### config.mk
export PLATFORM = sky130hd
export DESIGN_NAME = afifo_wr_arbiter_flat
export DESIGN_NICKNAME = d
export VERILOG_FILES = /design/src/rtl/afifo_wr_arbiter_if.sv /design/src/rtl/afifo_wr_arbiter.sv /design/src/flat_wrapper.sv
export SDC_FILE = /design/constraint.sdc
export NUM_CORES = 1
export LEC_CHECK = 0
export BUFFER_PORTS_ARGS = -buffer_cell sky130_fd_sc_hd__buf_2
export CAP_MARGIN = 20
export CORE_MARGIN = 2
export CORE_UTILIZATION = 49
export CTS_CLUSTER_DIAMETER = 40
export DETAILED_ROUTE_END_ITERATION = 7
export HOLD_SLACK_MARGIN = 0.02
export PLACE_DENSITY = 0.95
export SYNTH_ARGS = -nofsm -noshare
export SYNTH_HDL_FRONTEND = slang
export SYNTH_SLANG_ARGS = --single-unit
### constraint.sdc
create_clock -name wr_clk -period 5 [get_ports wr_clk]
set_input_delay 1.25 -clock wr_clk [delete_from_list [all_inputs] [get_ports wr_clk]]
set_output_delay 1.25 -clock wr_clk [all_outputs]
set_load 0.01 [all_outputs]
### src/rtl/afifo_wr_arbiter_if.sv
// Requester streams plus FIFO write port shared by the burst arbiter.
// master = arbiter side, slave = requesters/FIFO side.
interface afifo_wr_arbiter_if #(
    parameter int N_REQ  = 4,
    parameter int DATA_W = 32
);
    logic [N_REQ-1:0]        req_valid;
    logic [N_REQ-1:0]        req_last;
    logic [N_REQ*DATA_W-1:0] req_data;
    logic [N_REQ-1:0]        req_ready;
    logic                    fifo_full;
    logic                    fifo_almost_full;
    logic                    wr_en;
    logic [DATA_W-1:0]       data_in;
    logic [N_REQ-1:0]        grant;
    logic                    arb_busy;

    modport master (
        input  req_valid, req_last, req_data, fifo_full, fifo_almost_full,
        output req_ready, wr_en, data_in, grant, arb_busy
    );

    modport slave (
        output req_valid, req_last, req_data, fifo_full, fifo_almost_full,
        input  req_ready, wr_en, data_in, grant, arb_busy
    );
endinterface

### src/rtl/afifo_wr_arbiter.sv
// Round-robin burst arbiter feeding an async FIFO write port in the wr_clk domain.
// One owner per burst; writes are throttled so full/almost-full are never overrun.
module afifo_wr_arbiter #(
    parameter int N_REQ     = 4,
    parameter int DATA_W    = 32,
    parameter int MAX_BURST = 4
) (
    input logic                wr_clk,
    input logic                reset,
    afifo_wr_arbiter_if.master bus
);
    localparam int IDX_W = (N_REQ > 1) ? $clog2(N_REQ) : 1;

    typedef enum logic {IDLE, BURST} state_t;

    state_t              state;
    logic [IDX_W-1:0]    rr_ptr;
    logic [IDX_W-1:0]    gnt_idx;
    logic [IDX_W-1:0]    pick_idx;
    logic [7:0]          beat_cnt;
    logic [N_REQ-1:0]    grant_r;
    logic                wr_en_r;
    logic [DATA_W-1:0]   data_in_r;
    logic                pick_found;
    logic                gnt_valid;
    logic                gnt_last;
    logic                can_acc;
    logic                accept;
    logic                burst_done;

    function automatic logic [IDX_W-1:0] wrap_inc(input logic [IDX_W-1:0] idx);
        return (int'(idx) == N_REQ - 1) ? '0 : idx + 1'b1;
    endfunction

    // First valid requester at or after rr_ptr, wrapping modulo N_REQ.
    always_comb begin
        logic [IDX_W-1:0] idx;
        pick_found = 1'b0;
        pick_idx   = rr_ptr;
        idx        = rr_ptr;
        for (int k = 0; k < N_REQ; k++) begin
            if (!pick_found && bus.req_valid[idx]) begin
                pick_found = 1'b1;
                pick_idx   = idx;
            end
            idx = wrap_inc(idx);
        end
    end

    assign gnt_valid  = bus.req_valid[gnt_idx];
    assign gnt_last   = bus.req_last[gnt_idx];
    // Under almost-full only one write may be in flight at a time.
    assign can_acc    = !bus.fifo_full && (!bus.fifo_almost_full || !wr_en_r);
    assign accept     = (state == BURST) && gnt_valid && can_acc;
    assign burst_done = gnt_last || (({1'b0, beat_cnt} + 9'd1) == 9'(MAX_BURST));

    assign bus.req_ready = (reset && accept) ? grant_r : '0;
    assign bus.wr_en     = wr_en_r;
    assign bus.data_in   = data_in_r;
    assign bus.grant     = grant_r;
    assign bus.arb_busy  = (state == BURST);

    always_ff @(posedge wr_clk or negedge reset) begin
        if (!reset) begin
            state     <= IDLE;
            grant_r   <= '0;
            wr_en_r   <= 1'b0;
            data_in_r <= '0;
            beat_cnt  <= '0;
            rr_ptr    <= '0;
            gnt_idx   <= '0;
        end else begin
            case (state)
                IDLE: begin
                    wr_en_r <= 1'b0;
                    if (pick_found) begin
                        state    <= BURST;
                        gnt_idx  <= pick_idx;
                        grant_r  <= N_REQ'(1) << pick_idx;
                        beat_cnt <= '0;
                    end
                end
                BURST: begin
                    if (!gnt_valid) begin
                        wr_en_r <= 1'b0;
                        state   <= IDLE;
                        grant_r <= '0;
                        rr_ptr  <= wrap_inc(gnt_idx);
                    end else if (can_acc) begin
                        wr_en_r   <= 1'b1;
                        data_in_r <= bus.req_data[gnt_idx*DATA_W +: DATA_W];
                        beat_cnt  <= beat_cnt + 8'd1;
                        // last and MAX_BURST on the same beat collapse into one exit
                        if (burst_done) begin
                            state   <= IDLE;
                            grant_r <= '0;
                            rr_ptr  <= wrap_inc(gnt_idx);
                        end
                    end else begin
                        wr_en_r <= 1'b0;
                    end
                end
            endcase
        end
    end
endmodule

### src/flat_wrapper.sv
// flat-port wrapper written by rule: the top's interface ports become plain ports
module afifo_wr_arbiter_flat 
#(
    parameter int N_REQ     = 4,
    parameter int DATA_W    = 32,
    parameter int MAX_BURST = 4
)
  (wr_clk, reset, bus_req_valid, bus_req_last, bus_req_data, bus_fifo_full, bus_fifo_almost_full, bus_req_ready, bus_wr_en, bus_data_in, bus_grant, bus_arb_busy);
  afifo_wr_arbiter_if #(.N_REQ(N_REQ), .DATA_W(DATA_W)) bus_i ();
  input logic wr_clk;
  input logic reset;
  input wire logic [$bits(bus_i.req_valid)-1:0] bus_req_valid;
  input wire logic [$bits(bus_i.req_last)-1:0] bus_req_last;
  input wire logic [$bits(bus_i.req_data)-1:0] bus_req_data;
  input wire logic [$bits(bus_i.fifo_full)-1:0] bus_fifo_full;
  input wire logic [$bits(bus_i.fifo_almost_full)-1:0] bus_fifo_almost_full;
  output wire logic [$bits(bus_i.req_ready)-1:0] bus_req_ready;
  output wire logic [$bits(bus_i.wr_en)-1:0] bus_wr_en;
  output wire logic [$bits(bus_i.data_in)-1:0] bus_data_in;
  output wire logic [$bits(bus_i.grant)-1:0] bus_grant;
  output wire logic [$bits(bus_i.arb_busy)-1:0] bus_arb_busy;
  assign bus_i.req_valid = bus_req_valid;
  assign bus_i.req_last = bus_req_last;
  assign bus_i.req_data = bus_req_data;
  assign bus_i.fifo_full = bus_fifo_full;
  assign bus_i.fifo_almost_full = bus_fifo_almost_full;
  assign bus_req_ready = bus_i.req_ready;
  assign bus_wr_en = bus_i.wr_en;
  assign bus_data_in = bus_i.data_in;
  assign bus_grant = bus_i.grant;
  assign bus_arb_busy = bus_i.arb_busy;
  afifo_wr_arbiter #(.N_REQ(N_REQ), .DATA_W(DATA_W), .MAX_BURST(MAX_BURST)) u_core (.wr_clk(wr_clk), .reset(reset), .bus(bus_i));
endmodule
After elaboration in Yosys (flattened, before gate mapping):

Cells that the tools add are included.

* input bits: 140
* bits in registers: 50
* word-level logic and storage cells: 97
* output and inout port bits: 42

* mux-type cells: 44
* shifts and indexed selects: 2
* bitwise operators: 1
* eq/ne operators: 12
* magnitude comparators: 5
* $add $sub $neg: 6
* reductions and logical operators: 20

Operator list (count)
* 128-bit by 8-bit variable part select with 32-bit output: 1
* 8-bit two-way mux: 3
* 2-bit two-way mux: 10
* 4-bit two-way mux: 5
* 1-bit two-way mux: 16
* 8-bit case mux with 2 select lines: 1
* 2-bit by 3-bit < comparator with 1-bit output, second input constant: 5
* 1-bit binary-select mux with 2-bit select: 6
* 3-bit AND reduction: 4
* 8-bit by 1-bit adder with 9-bit output, second input constant: 1
* 9-bit by 3-bit equality test with 1-bit output, second input constant: 1
* 2-bit by 1-bit adder with 2-bit output, second input constant: 4
* 8-bit by 1-bit adder with 8-bit output, second input constant: 1
* 2-bit by 1-bit equality test with 1-bit output, second input constant: 4
* 2-bit != test, second input constant: 4
* 4-bit case mux with 2 select lines: 1
* 1-bit logical AND: 7
* 1-bit zero test: 6
* 3-bit != test, second input constant: 2
* 1-bit case mux with 2 select lines: 2
* 1-bit by 2-bit << shifter with 4-bit output, first input constant: 1
* 1-bit logical OR: 2
* 2-bit by 1-bit != test with 1-bit output, second input constant: 1
* 2-bit AND reduction: 1
* 1-bit NOT: 1

Longest topological paths before layout:

* depth in word-level cells: 15
* mapped depth: 9

Least setup slack after synthesis:

No wires, ideal clock.

* path kind: input-to-output
* start: input bus_req_valid[0]
* end: output bus_req_ready[0]
* setup slack: 1.161 ns
* cell stages on the path: 6
* arrival time: 2.589 ns
* required time: 3.750 ns
* path through: buf_2 -> mux4_2 -> nand3_1 -> inv_2 -> clkbuf_1 -> and3_1

* cells in the longest elaborated chain, start to end: 6

RTL lines
* start: declaration: line flat_wrapper.sv:12 `input wire logic [$bits(bus_i.req_valid)-1:0] bus_req_valid;`
* 1-bit binary-select mux with 2-bit select: line afifo_wr_arbiter.sv:50 `assign gnt_valid = bus.req_valid[gnt_idx];`
* 1-bit two-way mux (not written as such): line afifo_wr_arbiter.sv:50
* 1-bit logical AND (2 in a row): line afifo_wr_arbiter.sv:54 `assign accept = (state == BURST) && gnt_valid && can_acc;`
* 1-bit logical AND: line afifo_wr_arbiter.sv:57 `assign bus.req_ready = (reset && accept) ? grant_r : '0;`
* 4-bit two-way mux: line afifo_wr_arbiter.sv:57
* end: declaration: line flat_wrapper.sv:17 `output wire logic [$bits(bus_i.req_ready)-1:0] bus_req_ready;`

Every way passes these cells. The select of a mux whose other input is x is not followed.

Final worst setup path:

* start: input bus_req_valid[3]
* end: output bus_req_ready[3]

The elaborated chain is that of the path after synthesis.

==> Implementation_results.wiki <==
{| class="wikitable"
! Metric !! Value
|-
| Outcome || finished with violations
|-
| Failing checks || DRC
|-
| Kind of launch point of the worst setup path || input pin
|-
| Crit path DAT || 2.37 ns
|-
| Total detailed-routing wirelength || 8.82 mm
|-
| Proportion of netlist area held by the largest area contributor || 38.1%
|-
| Worst Path Buf+Inv || 3
|-
| Achievable clock frequency || 276 MHz
|-
| Register clock-pin slew on the reported worst setup and hold paths || 0.08 ns
|-
| Number of vias per cell || 5.49
|-
| Bufs on Longest Clock Path || 2
|-
| Wire length per cell || 15.7 µm
|-
| Gr busiest metal || met2
|-
| Number of nets in the synthesized netlist || 459
|-
| Ratio of final minimum period to clock period || 72.4%
|-
| Hold WS || 0.469 ns
|-
| CP max FO || 8
|-
| Initial antenna violation count || 0
|-
| Largest net degree at the start of global routing || 43
|-
| Nets || 631
|-
| Later-pin clock latency in the skew report || 0.29 ns
|-
| Final Instance Count excl. Fillers || 563
|-
| Average instance area after synthesis || 10.4 µm²
|-
| Layout area overhead || 31.6%
|-
| Register area || 1250 µm²
|-
| Most frequent CP cell || sky130_fd_sc_hd__buf_2
|-
| ANT nets after route || 0
|-
| Highest ir drop seen on vdd || 0.222 mV
|-
| Die ar. || 7370 µm²
|-
| Power density over the cells || 532 nW/µm²
|-
| Horizontal die dimension || 85.8 µm
|-
| Static power due to leakage || 2.28 nW
|-
| Main area contributors after synthesis || sky130_fd_sc_hd__dfrtp_1, sky130_fd_sc_hd__mux4_2, sky130_fd_sc_hd__nand2_1
|-
| Cell chain of the critical path || buf_2 > mux4_2 > nand3_2 > inv_2 > and3_1 > buf_2
|-
| Final sum of negative setup slack || 0 ns
|-
| Clock tree from TritonCTS || done
|-
| Number of placed instances, taps included || 557
|-
| Gates resized, CTS repair || 0
|-
| Class of the most critical hold timing path || register to register
|-
| Final Hold Violating Endpoints || 0
|-
| Number of hold buffers added after cts || 0
|-
| Sum of overflow across all layers after global routing || 0
|-
| Critical path endpoint category || output port
|-
| First-pass GRT wire length || 14.4 mm
|-
| Number of instances in the synthesized netlist || 315
|-
| Sequential element share of the synthesized area || 38.1%
|-
| Setup repair after global routing missed its margin || no
|-
| Core Rows || 29
|-
| Cell Area, Synth || 3280 µm²
|-
| DR pass1 iterations || 8
|-
| Total clock sinks || 50
|-
| Global placement routability congestion || 0.840
|-
| Share of layout cells above drive strength 1 || 49.4%
|-
| Number of diodes added for antenna fixing || 0
|-
| Max-cap viol count || 0
|-
| Filler Cell Count || 515
|-
| Number of global-route vias before repair || 3,081
|-
| Footprint of the multi-input gates || 1920 µm²
|-
| Effective utilization at floorplan || 51.1%
|-
| Number of max-slew violations in the final report || 0
|-
| Worst path required time || 3.75 ns
|-
| Classification of the worst setup path || input pin to output port
|-
| Finish-stage setup viols || 0
|-
| Fin crit period || 3.62 ns
|-
| Biggest area consumer among synthesized cells || sky130_fd_sc_hd__dfrtp_1
|-
| Slew Limit Headroom || 57.1%
|-
| Most used cells in the layout excluding fill and tap cells || sky130_fd_sc_hd__buf_2, sky130_fd_sc_hd__nand2_1, sky130_fd_sc_hd__dfrtp_1
|-
| Total setup buffers inserted after CTS || 0
|-
| Max Clock Skew || 0.00607 ns
|-
| Count of boundary I/O pins || 182
|-
| Biggest cell delay along the critical path || 0.51 ns
|-
| TritonCTS buffer count || 5
|-
| Root buffer cell || sky130_fd_sc_hd__clkbuf_8
|-
| Height of the chip || 85.8 µm
|-
| Yosys warnings || 0
|-
| Drt initial violations || 137
|-
| Total of flip-flops plus latches after synthesis || 50
|-
| Core ar. || 6420 µm²
|-
| CP max-delay cell || sky130_fd_sc_hd__mux4_2
|-
| Most common cell after layout, fill and taps aside || sky130_fd_sc_hd__buf_2
|-
| Met2 usage in global routing || 42.8%
|-
| Met1 layer usage reported by global route || 31.2%
|-
| Overall Global Routing Usage || 24.7%
|-
| # port buffers || 181
|-
| Number of H-tree branching levels || 2
|-
| Met3 demand-to-capacity share in global routing || 4.52%
|-
| Post-layout total power || 2.30 mW
|-
| Number of distinct library cell variants in the gate-level netlist after synthesis || 49
|-
| Largest delay share family, worst path || multiplexers
|-
| Via count || 3,093
|-
| Detailed-route DRC error count || 6
|-
| Sum of net half-perimeters after detailed placement || 7.09 mm
|-
| Worst Max-Slew Pin Slew || 0.643 ns
|}
-- tightest hold or removal path, cell delays in order, from the launching register on --
cell	delay, ns
sky130_fd_sc_hd__dfrtp_1	0.34
sky130_fd_sc_hd__nand2_1	0.05
sky130_fd_sc_hd__nand2_1	0.05
-- worst paths after layout --
path | start | endpoint | slack (ns) | cells past startpoint
max in group asynchronous | reset | u_core.bus.data_in[25] | 3.31 | 2
min | u_core.bus.data_in[20] | u_core.bus.data_in[20] | 0.47 | 2
max reg2reg | u_core.rr_ptr[0] | u_core.beat_cnt[0] | 1.91 | 7
max | bus_req_valid[3] | bus_req_ready[3] | 1.38 | 6
min reg2reg | u_core.bus.data_in[20] | u_core.bus.data_in[20] | 0.47 | 2
min in group asynchronous | reset | u_core.bus.arb_busy | 0.95 | 1
-- where the power goes --
group          switching, mW  internal, mW  total (mW)  leakage, nW
sequential             0.129         0.570       0.699        0.636
combinational          0.714         0.663        1.38         1.60
clock                  0.115         0.107       0.222       0.0431
-- state kept, by name, summed over array words and instances (netlist names) --
signal               cells
u_core.bus.arb_busy      1
u_core.gnt_idx           2
u_core.beat_cnt          8
u_core.bus.grant         4
u_core.bus.data_in      32
u_core.rr_ptr            2
u_core.bus.wr_en         1
-- cell type report --
| class | count | share of cell area [%] |
|---|---|---|
| multi-input cells | 239 | 44.6 |
| flip-flops and latches | 50 | 29.0 |
| repair buffers | 186 | 21.8 |
| well taps | 77 | 2.23 |
| clock buffers | 6 | 1.91 |
| inverters | 5 | 0.463 |
-- synthesized netlist by cell type, drive strengths merged --
| master | n |
|---|---|
| nor4b | 1 |
| o31a | 1 |
| o21a | 1 |
| a41oi | 1 |
| a21boi | 1 |
| o21bai | 1 |
| o22ai | 1 |
| nand2 | 112 |
| or3 | 1 |
| o221ai | 1 |
| o2bb2ai | 1 |
| a32o | 2 |
| nand3 | 4 |
| o21ai | 5 |
| nor2b | 1 |
| and4 | 1 |
| clkbuf | 12 |
| mux2i | 7 |
| nor3 | 4 |
| nand2b | 3 |
| and2 | 1 |
| or2 | 1 |
| dfrtp | 50 |
| o31ai | 2 |
| mux4 | 36 |
| nor2 | 12 |
| buf | 9 |
| a31oi | 1 |
| clkinv | 1 |
| ha | 4 |
| a21o | 3 |
| o21ba | 1 |
| nand4 | 1 |
| inv | 4 |
| a22o | 1 |
| o311ai | 1 |
| o221a | 1 |
| xor2 | 5 |
| mux2 | 4 |
| a22oi | 1 |
| a221o | 2 |
| a2bb2oi | 1 |
| a21oi | 6 |
| and3 | 6 |
-- routing by layer --
metal	vias up	wire length, µm	share of wire, %
li1	1474	-	-
met1	1456	3370	38
met2	144	4650	53
met3	19	582	6.6
met4	0	215	2.4
met5	-	0	0
-- metrics by stage --
stage / util [%] / setup WS (ns) / instance area (µm²)
2_1_floorplan: - / 1.16 / 3280
3_3_place_gp: 66.0 / 1.41 / 4240
3_5_place_dp: 66.0 / 1.38 / 4240
4_1_cts: 67.3 / 1.38 / 4320
5_1_grt: 67.3 / 1.33 / 4320
6_report: 67.3 / 1.38 / 4320
-- logic make-up (layout without fill, tap and decap cells) --
family | count (synthesis) | after routing | synth area share [%]
muxes | 47 | 47 | 28.2
DFF | 50 | 50 | 38.1
adders and majority gates | 4 | 4 | 1.53
AOI/OAI and AO/OA | 35 | 35 | 8.81
and+or+nand+nor | 148 | 148 | 18.6
buffers and inverters | 26 | 197 | 3.39
xor gates and xnor gates | 5 | 5 | 1.33
Note: power is estimated with default switching activity, not from simulation.
